===== config.mk =====
export PLATFORM = sky130hd
export DESIGN_NAME = uart_tx_engine
export DESIGN_NICKNAME = d
export VERILOG_FILES = /design/src/rtl/uart_pkg.sv /design/src/rtl/uart_tx_engine_bit_9_10_decoder.sv /design/src/rtl/uart_tx_engine.sv
export SDC_FILE = /design/constraint.sdc
export NUM_CORES = 1
export LEC_CHECK = 0
export CAP_MARGIN = 20
export CORE_MARGIN = 3
export CORE_UTILIZATION = 50
export DETAILED_ROUTE_END_ITERATION = 8
export GPL_TIMING_DRIVEN = 0
export PLACE_DENSITY_LB_ADDON = 0.3
export SLEW_MARGIN = 20
export SYNTH_ARGS = -nofsm -noshare
export SYNTH_HDL_FRONTEND = slang
export SYNTH_SLANG_ARGS = --single-unit

===== constraint.sdc =====
create_clock -name clk -period 3.59 [get_ports clk]
set_input_delay 0.5385 -clock clk [delete_from_list [all_inputs] [get_ports clk]]
set_output_delay 0.5385 -clock clk [all_outputs]
set_load 0.01 [all_outputs]

===== src/rtl/uart_pkg.sv =====
// Shared definitions for the UART transmit path.
package uart_pkg;

    localparam int FRAME_BITS     = 10;
    localparam int BAUD_MIN       = 2;
    localparam int BAUD_W_DEFAULT = 20;

    typedef enum logic [1:0] {
        IDLE    = 2'd0,
        CAPTURE = 2'd1,
        SEND    = 2'd2
    } tx_state_e;

endpackage


===== src/rtl/uart_tx_engine_bit_9_10_decoder.sv =====
// Resolves the two trailing frame bits from data width and parity mode.
module bit_9_10_decoder
    import uart_pkg::*;
(
    input  logic [7:0] ldata,
    input  logic       eight,
    input  logic       pen,
    input  logic       ohel,
    output logic       bit_nine,
    output logic       bit_ten
);

    logic par7;
    logic par8;

    // Odd parity is the complement of the XOR reduction.
    assign par7 = (^ldata[6:0]) ^ ohel;
    assign par8 = (^ldata) ^ ohel;

    always_comb begin
        bit_nine = 1'b1;
        bit_ten  = 1'b1;
        case ({eight, pen})
            2'b10: begin
                bit_nine = ldata[7];
            end
            2'b11: begin
                bit_nine = ldata[7];
                bit_ten  = par8;
            end
            2'b01: begin
                bit_nine = par7;
            end
            default: begin
                bit_nine = 1'b1;
                bit_ten  = 1'b1;
            end
        endcase
    end

endmodule


===== src/rtl/uart_tx_engine.sv =====
// UART transmit engine: captures a byte, frames it and shifts it out LSB-first.
module uart_tx_engine
    import uart_pkg::*;
#(
    parameter int BAUD_W = BAUD_W_DEFAULT
) (
    input  logic              clk,
    input  logic              rst_n,
    input  logic              load,
    input  logic [7:0]        out_port,
    input  logic              eight,
    input  logic              pen,
    input  logic              ohel,
    input  logic [BAUD_W-1:0] baud_k,
    output logic              tx,
    output logic              tx_rdy
);

    tx_state_e         state_q, state_d;
    logic [7:0]        ldata_q, ldata_d;
    logic [9:0]        sr_q, sr_d;
    logic [BAUD_W-1:0] k_q, k_d;
    logic [BAUD_W-1:0] baud_q, baud_d;
    logic [3:0]        bit_q, bit_d;
    logic              doit_q, doit_d;
    logic              tx_rdy_q, tx_rdy_d;

    logic              bit_nine;
    logic              bit_ten;
    logic              btu;
    logic [BAUD_W-1:0] k_clamped;

    bit_9_10_decoder u_dec (
        .ldata    (ldata_q),
        .eight    (eight),
        .pen      (pen),
        .ohel     (ohel),
        .bit_nine (bit_nine),
        .bit_ten  (bit_ten)
    );

    assign k_clamped = (baud_k < BAUD_W'(BAUD_MIN)) ? BAUD_W'(BAUD_MIN) : baud_k;

    assign btu = doit_q && (state_q == SEND) && (baud_q == k_q - 1'b1);

    always_comb begin
        state_d  = state_q;
        ldata_d  = ldata_q;
        sr_d     = sr_q;
        k_d      = k_q;
        baud_d   = baud_q;
        bit_d    = bit_q;
        doit_d   = doit_q;
        tx_rdy_d = tx_rdy_q;
        unique case (state_q)
            IDLE: begin
                if (load) begin
                    ldata_d  = out_port;
                    tx_rdy_d = 1'b0;
                    state_d  = CAPTURE;
                end
            end
            CAPTURE: begin
                sr_d    = {bit_ten, bit_nine, ldata_q[6:0], 1'b0};
                k_d     = k_clamped;
                baud_d  = '0;
                bit_d   = '0;
                doit_d  = 1'b1;
                state_d = SEND;
            end
            SEND: begin
                if (btu) begin
                    baud_d = '0;
                    // Last bit time done: release the line and go idle.
                    if (bit_q == 4'(FRAME_BITS - 1)) begin
                        bit_d    = '0;
                        sr_d     = '1;
                        doit_d   = 1'b0;
                        tx_rdy_d = 1'b1;
                        state_d  = IDLE;
                    end else begin
                        bit_d = bit_q + 1'b1;
                        sr_d  = {1'b1, sr_q[9:1]};
                    end
                end else begin
                    baud_d = baud_q + 1'b1;
                end
            end
            default: begin
                state_d = IDLE;
            end
        endcase
    end

    always_ff @(posedge clk or negedge rst_n) begin
        if (!rst_n) begin
            state_q  <= IDLE;
            ldata_q  <= '0;
            sr_q     <= '1;
            k_q      <= BAUD_W'(BAUD_MIN);
            baud_q   <= '0;
            bit_q    <= '0;
            doit_q   <= 1'b0;
            tx_rdy_q <= 1'b1;
        end else begin
            state_q  <= state_d;
            ldata_q  <= ldata_d;
            sr_q     <= sr_d;
            k_q      <= k_d;
            baud_q   <= baud_d;
            bit_q    <= bit_d;
            doit_q   <= doit_d;
            tx_rdy_q <= tx_rdy_d;
        end
    end

    assign tx     = sr_q[0];
    assign tx_rdy = tx_rdy_q;

endmodule


==> impl_metrics.csv <==
group,metric,value,unit
floorplan,rows,31,
routing,route.detailed.wl_per_inst,15.1,um
run,maxCapViolCount,0,
power,intPower,1.24,mW
grt,grtUsageTotal,0.203,
power,seq_power_share,0.477,
grt,grt.overflow.total,0,
floorplan,core,0.00741,mm2
floorplan,die_area,0.00887,mm2
placement,gp_congestion,0.786,
power,worst_ir_drop_vdd,224,uV
synth,ys_ff_latch,66,
setup_path,worstPathMaxFanout,8,
setup_path,regToRegStartpoint,"k_q[0]$_DFFE_PN0N_",
status,outcome,"completed",
synth,ys_types,51,
setup_path,r2r-end,"sr_q[6]$_DFFE_PN1P_",
floorplan,die_w,94.2,um
timing,skew,0.0109,ns
cells_and_area,antenna_cells,0,
clocking,htree_levels,3,
timing,slew_violations,0,
power,switching_power,0.318,mW
setup_path,endpoint,"sr_q[6]$_DFFE_PN1P_",
grt,grt_max_degree,51,
timing,setup_violations,0,
grt,antenna_found_initial,0,
cells_and_area,area_delta_synth_final,20.8,%
power,combPwrFrac,0.040,
synth,ys_async_sr_fraction,1.00,
setup_path,ff2ff_path_depth,10,
timing,rsz0062_at_grt,"false",
power,power,1.56,mW
grt,grt_pass1_wl,14200,um
cells_and_area,utilization,0.634,
timing,worst_pin_slew,0.645,ns
setup_path,crit_start,"k_q[0]$_DFFE_PN0N_",
power,p_leak,2.10,nW
grt,grt_pass1_vias,3138,
floorplan,io_pins,36,
timing,finalHoldViolCount,0,
routing,ant_nets,0,
placement,port_buffers,35,
routing,first_pass_iters,5,
cells_and_area,fillers,609,
timing,layout_min_cycle_time,3.48,ns
synth,syn_area,0.00389,mm2
clocking,clk_latency,0.34,ns
setup_path,required,3.86,ns
clocking,numCtsBuffers,9,
synth,synth_edf_count,0,
synth,ys.flop_type,"dfrtp_1",
routing,totalWireLength,8230,um
routing,vias,3079,
power,p_sw_frac,0.204,
clocking,clk_pin_slew_worst_paths,0.07,ns
worst_hold_path,hold_path_class,"in -> async",
clocking,cts-root-buf,"clkbuf_8",
timing,timing.hold.ws,0.0681,ns
power,powerDensity,332,mW/mm2
setup_path,crit_type,"reg -> reg",
timing,maxSlewHeadroom,0.568,
synth,synth_area_per_cell,9.99,um2
timing,fin_crit_sh,0.970,
routing,drtIter0Drc,116,
synth,syn-num-nets,431,
placement,dpl.cell_count,524,
clocking,cts.path.max_buffers,2,
timing,max_freq,287,MHz
setup_path,start_kind,"register",
cells_and_area,final_cells,544,
placement,hpwl,6120,um
cells_and_area,layout-drive-gt1-share,0.184,
power,p_clk_frac,0.482,
setup_path,worst_setup_path_end_kind,"register",
setup_path,crit_arrival,3.75,ns
setup_path,ff2ff_setup_slack,0.11,ns
routing,drt-vias-per-instance,5.66,
floorplan,die_h,94.2,um
clocking,cts_tree,"yes",
synth,synth_warnings,0,
floorplan,initial_core_util,0.525,
synth,syn_inst,389,
cells_and_area,layout.nets,482,
clocking,cts_num_sinks,66,
routing,drc,0,
synth,seq_area_frac_synth,0.429,
[cells by family after synthesis]
family,after synthesis,synth area share
AOI/OAI and AO/OA,52,0.0904
xor gates and xnor gates,50,0.113
adders and majority gates,8,0.0257
buffers and inverters,31,0.0360
DFF,66,0.429
muxes,35,0.103
and+or+nand+nor,147,0.203
[state kept, by name, summed over array words and instances (netlist names)]
signal and cells:
sr_q 10, doit_q 1, bit_q 4, tx_rdy 1, state_q 2, ldata_q 8
k_q 20, baud_q 20
[per-stage QoR]
step | TNS, ns | area [um2] | setup slack [ns]
6_report | 0 | 4700 | 0.106
5_1_grt | 0 | 4700 | 0.00461
4_1_cts | 0 | 4660 | 0.0666
3_5_place_dp | -0.924 | 4390 | -0.134
3_3_place_gp | -13.23 | 4360 | -0.241
2_1_floorplan | 0 | 3890 | 0.253
[power groups by stage]
stage | clock network (mW) | logic, mW | registers, mW
after detailed placement | 0 | 0.0639 | 0.758
after CTS | 0.768 | 0.0641 | 0.744
final | 0.752 | 0.0625 | 0.744
after global placement | 0 | 0.0595 | 0.758
after floorplan | 0 | 0.00448 | 0.758
after global routing | 0.798 | 0.0681 | 0.743
[cell type report]
class	count	area, um2	share of cell area
multi-input combinational	292	2100	0.447
sequential	66	1670	0.355
timing repair buffer	40	418	0.0890
clock buffer	9	124	0.0264
tap	99	124	0.0264
clock inverter	7	118	0.0250
buffer	12	72.6	0.0155
inverter	19	71.3	0.0152
[worst min path at each step]
stage	start	to	slack (ns)	depth (start not counted)
floorplan	rst_n	baud_q[0]$_DFFE_PN0P_	0.24	0
global placement	tx_rdy$_DFFE_PN1P_	tx_rdy$_DFFE_PN1P_	0.46	2
detailed placement	rst_n	k_q[6]$_DFFE_PN0N_	0.43	1
CTS	rst_n	k_q[5]$_DFFE_PN0N_	0.06	1
global route	rst_n	k_q[4]$_DFFE_PN0N_	0.06	1
finish	rst_n	k_q[5]$_DFFE_PN0N_	0.07	1
[critical path, stage by stage (launching register included)]
cell      delay [ns]
dfrtp_2         0.45
or4_4           0.54
or3_1           0.36
a211o_1         0.30
a211o_1         0.24
or4_4           0.55
nand2b_4        0.16
buf_6           0.13
a21boi_4        0.20
buf_12          0.14
mux2_2          0.33
[Yosys cell counts (all sizes together), types with 5 or more instances]
cell	number	area (um2)
o21ai	8	40.0
a21oi	16	80.1
nor4	10	68.8
ha	8	100
xor2	27	236
dfrtp	54	1350
o22ai	7	43.8
and3	8	50.1
nor2	41	154
dfstp	12	315
nand3	16	80.1
inv	19	71.3
and4	6	52.6
buf	7	50.0
nand4	9	56.3
mux2	34	390
nand2	23	86.3
xnor2	23	201
clkbuf	5	18.8
or3	5	31.3
nor3	7	35.0
[layer usage]
layer | routed length (um) | vias up | track usage
li1 | - | 1496 | -
met1 | 3580 | 1499 | 0.243
met2 | 4020 | 69 | 0.350
met3 | 400 | 15 | 0.0473
met4 | 227 | 0 | 0.0782
met5 | 0 | - | 0
[placed cells by master (no fill, tap or decap), drive strengths merged, types with 2 or more instances in the layout]
master and n:
dfrtp 54, nor2 41, clkdlybuf4s50 34, mux2 34
xor2 27, nand2 23, xnor2 23, inv 19
a21oi 16, nand3 16, clkbuf 14, buf 13
dfstp 12, nor4 10, nand4 9, o21ai 8
and3 8, ha 8, nor3 7, o22ai 7
and4 6, or3 5, nor2b 4, nand2b 4
nor3b 4, or4 4, a211o 3, o221ai 3
clkinvlp 3, bufinv 3, a311oi 2, a31oi 2
o211ai 2, o22a 2
[what timing repair did]
item	CTS	global route
hold buffers	0	0
gates cloned	0	0
endpoints found under the setup margin	15	6
buffers inserted	1	3
gates resized for setup	2	4
pin swaps	1	0
Note: power is estimated with default switching activity, not from simulation.
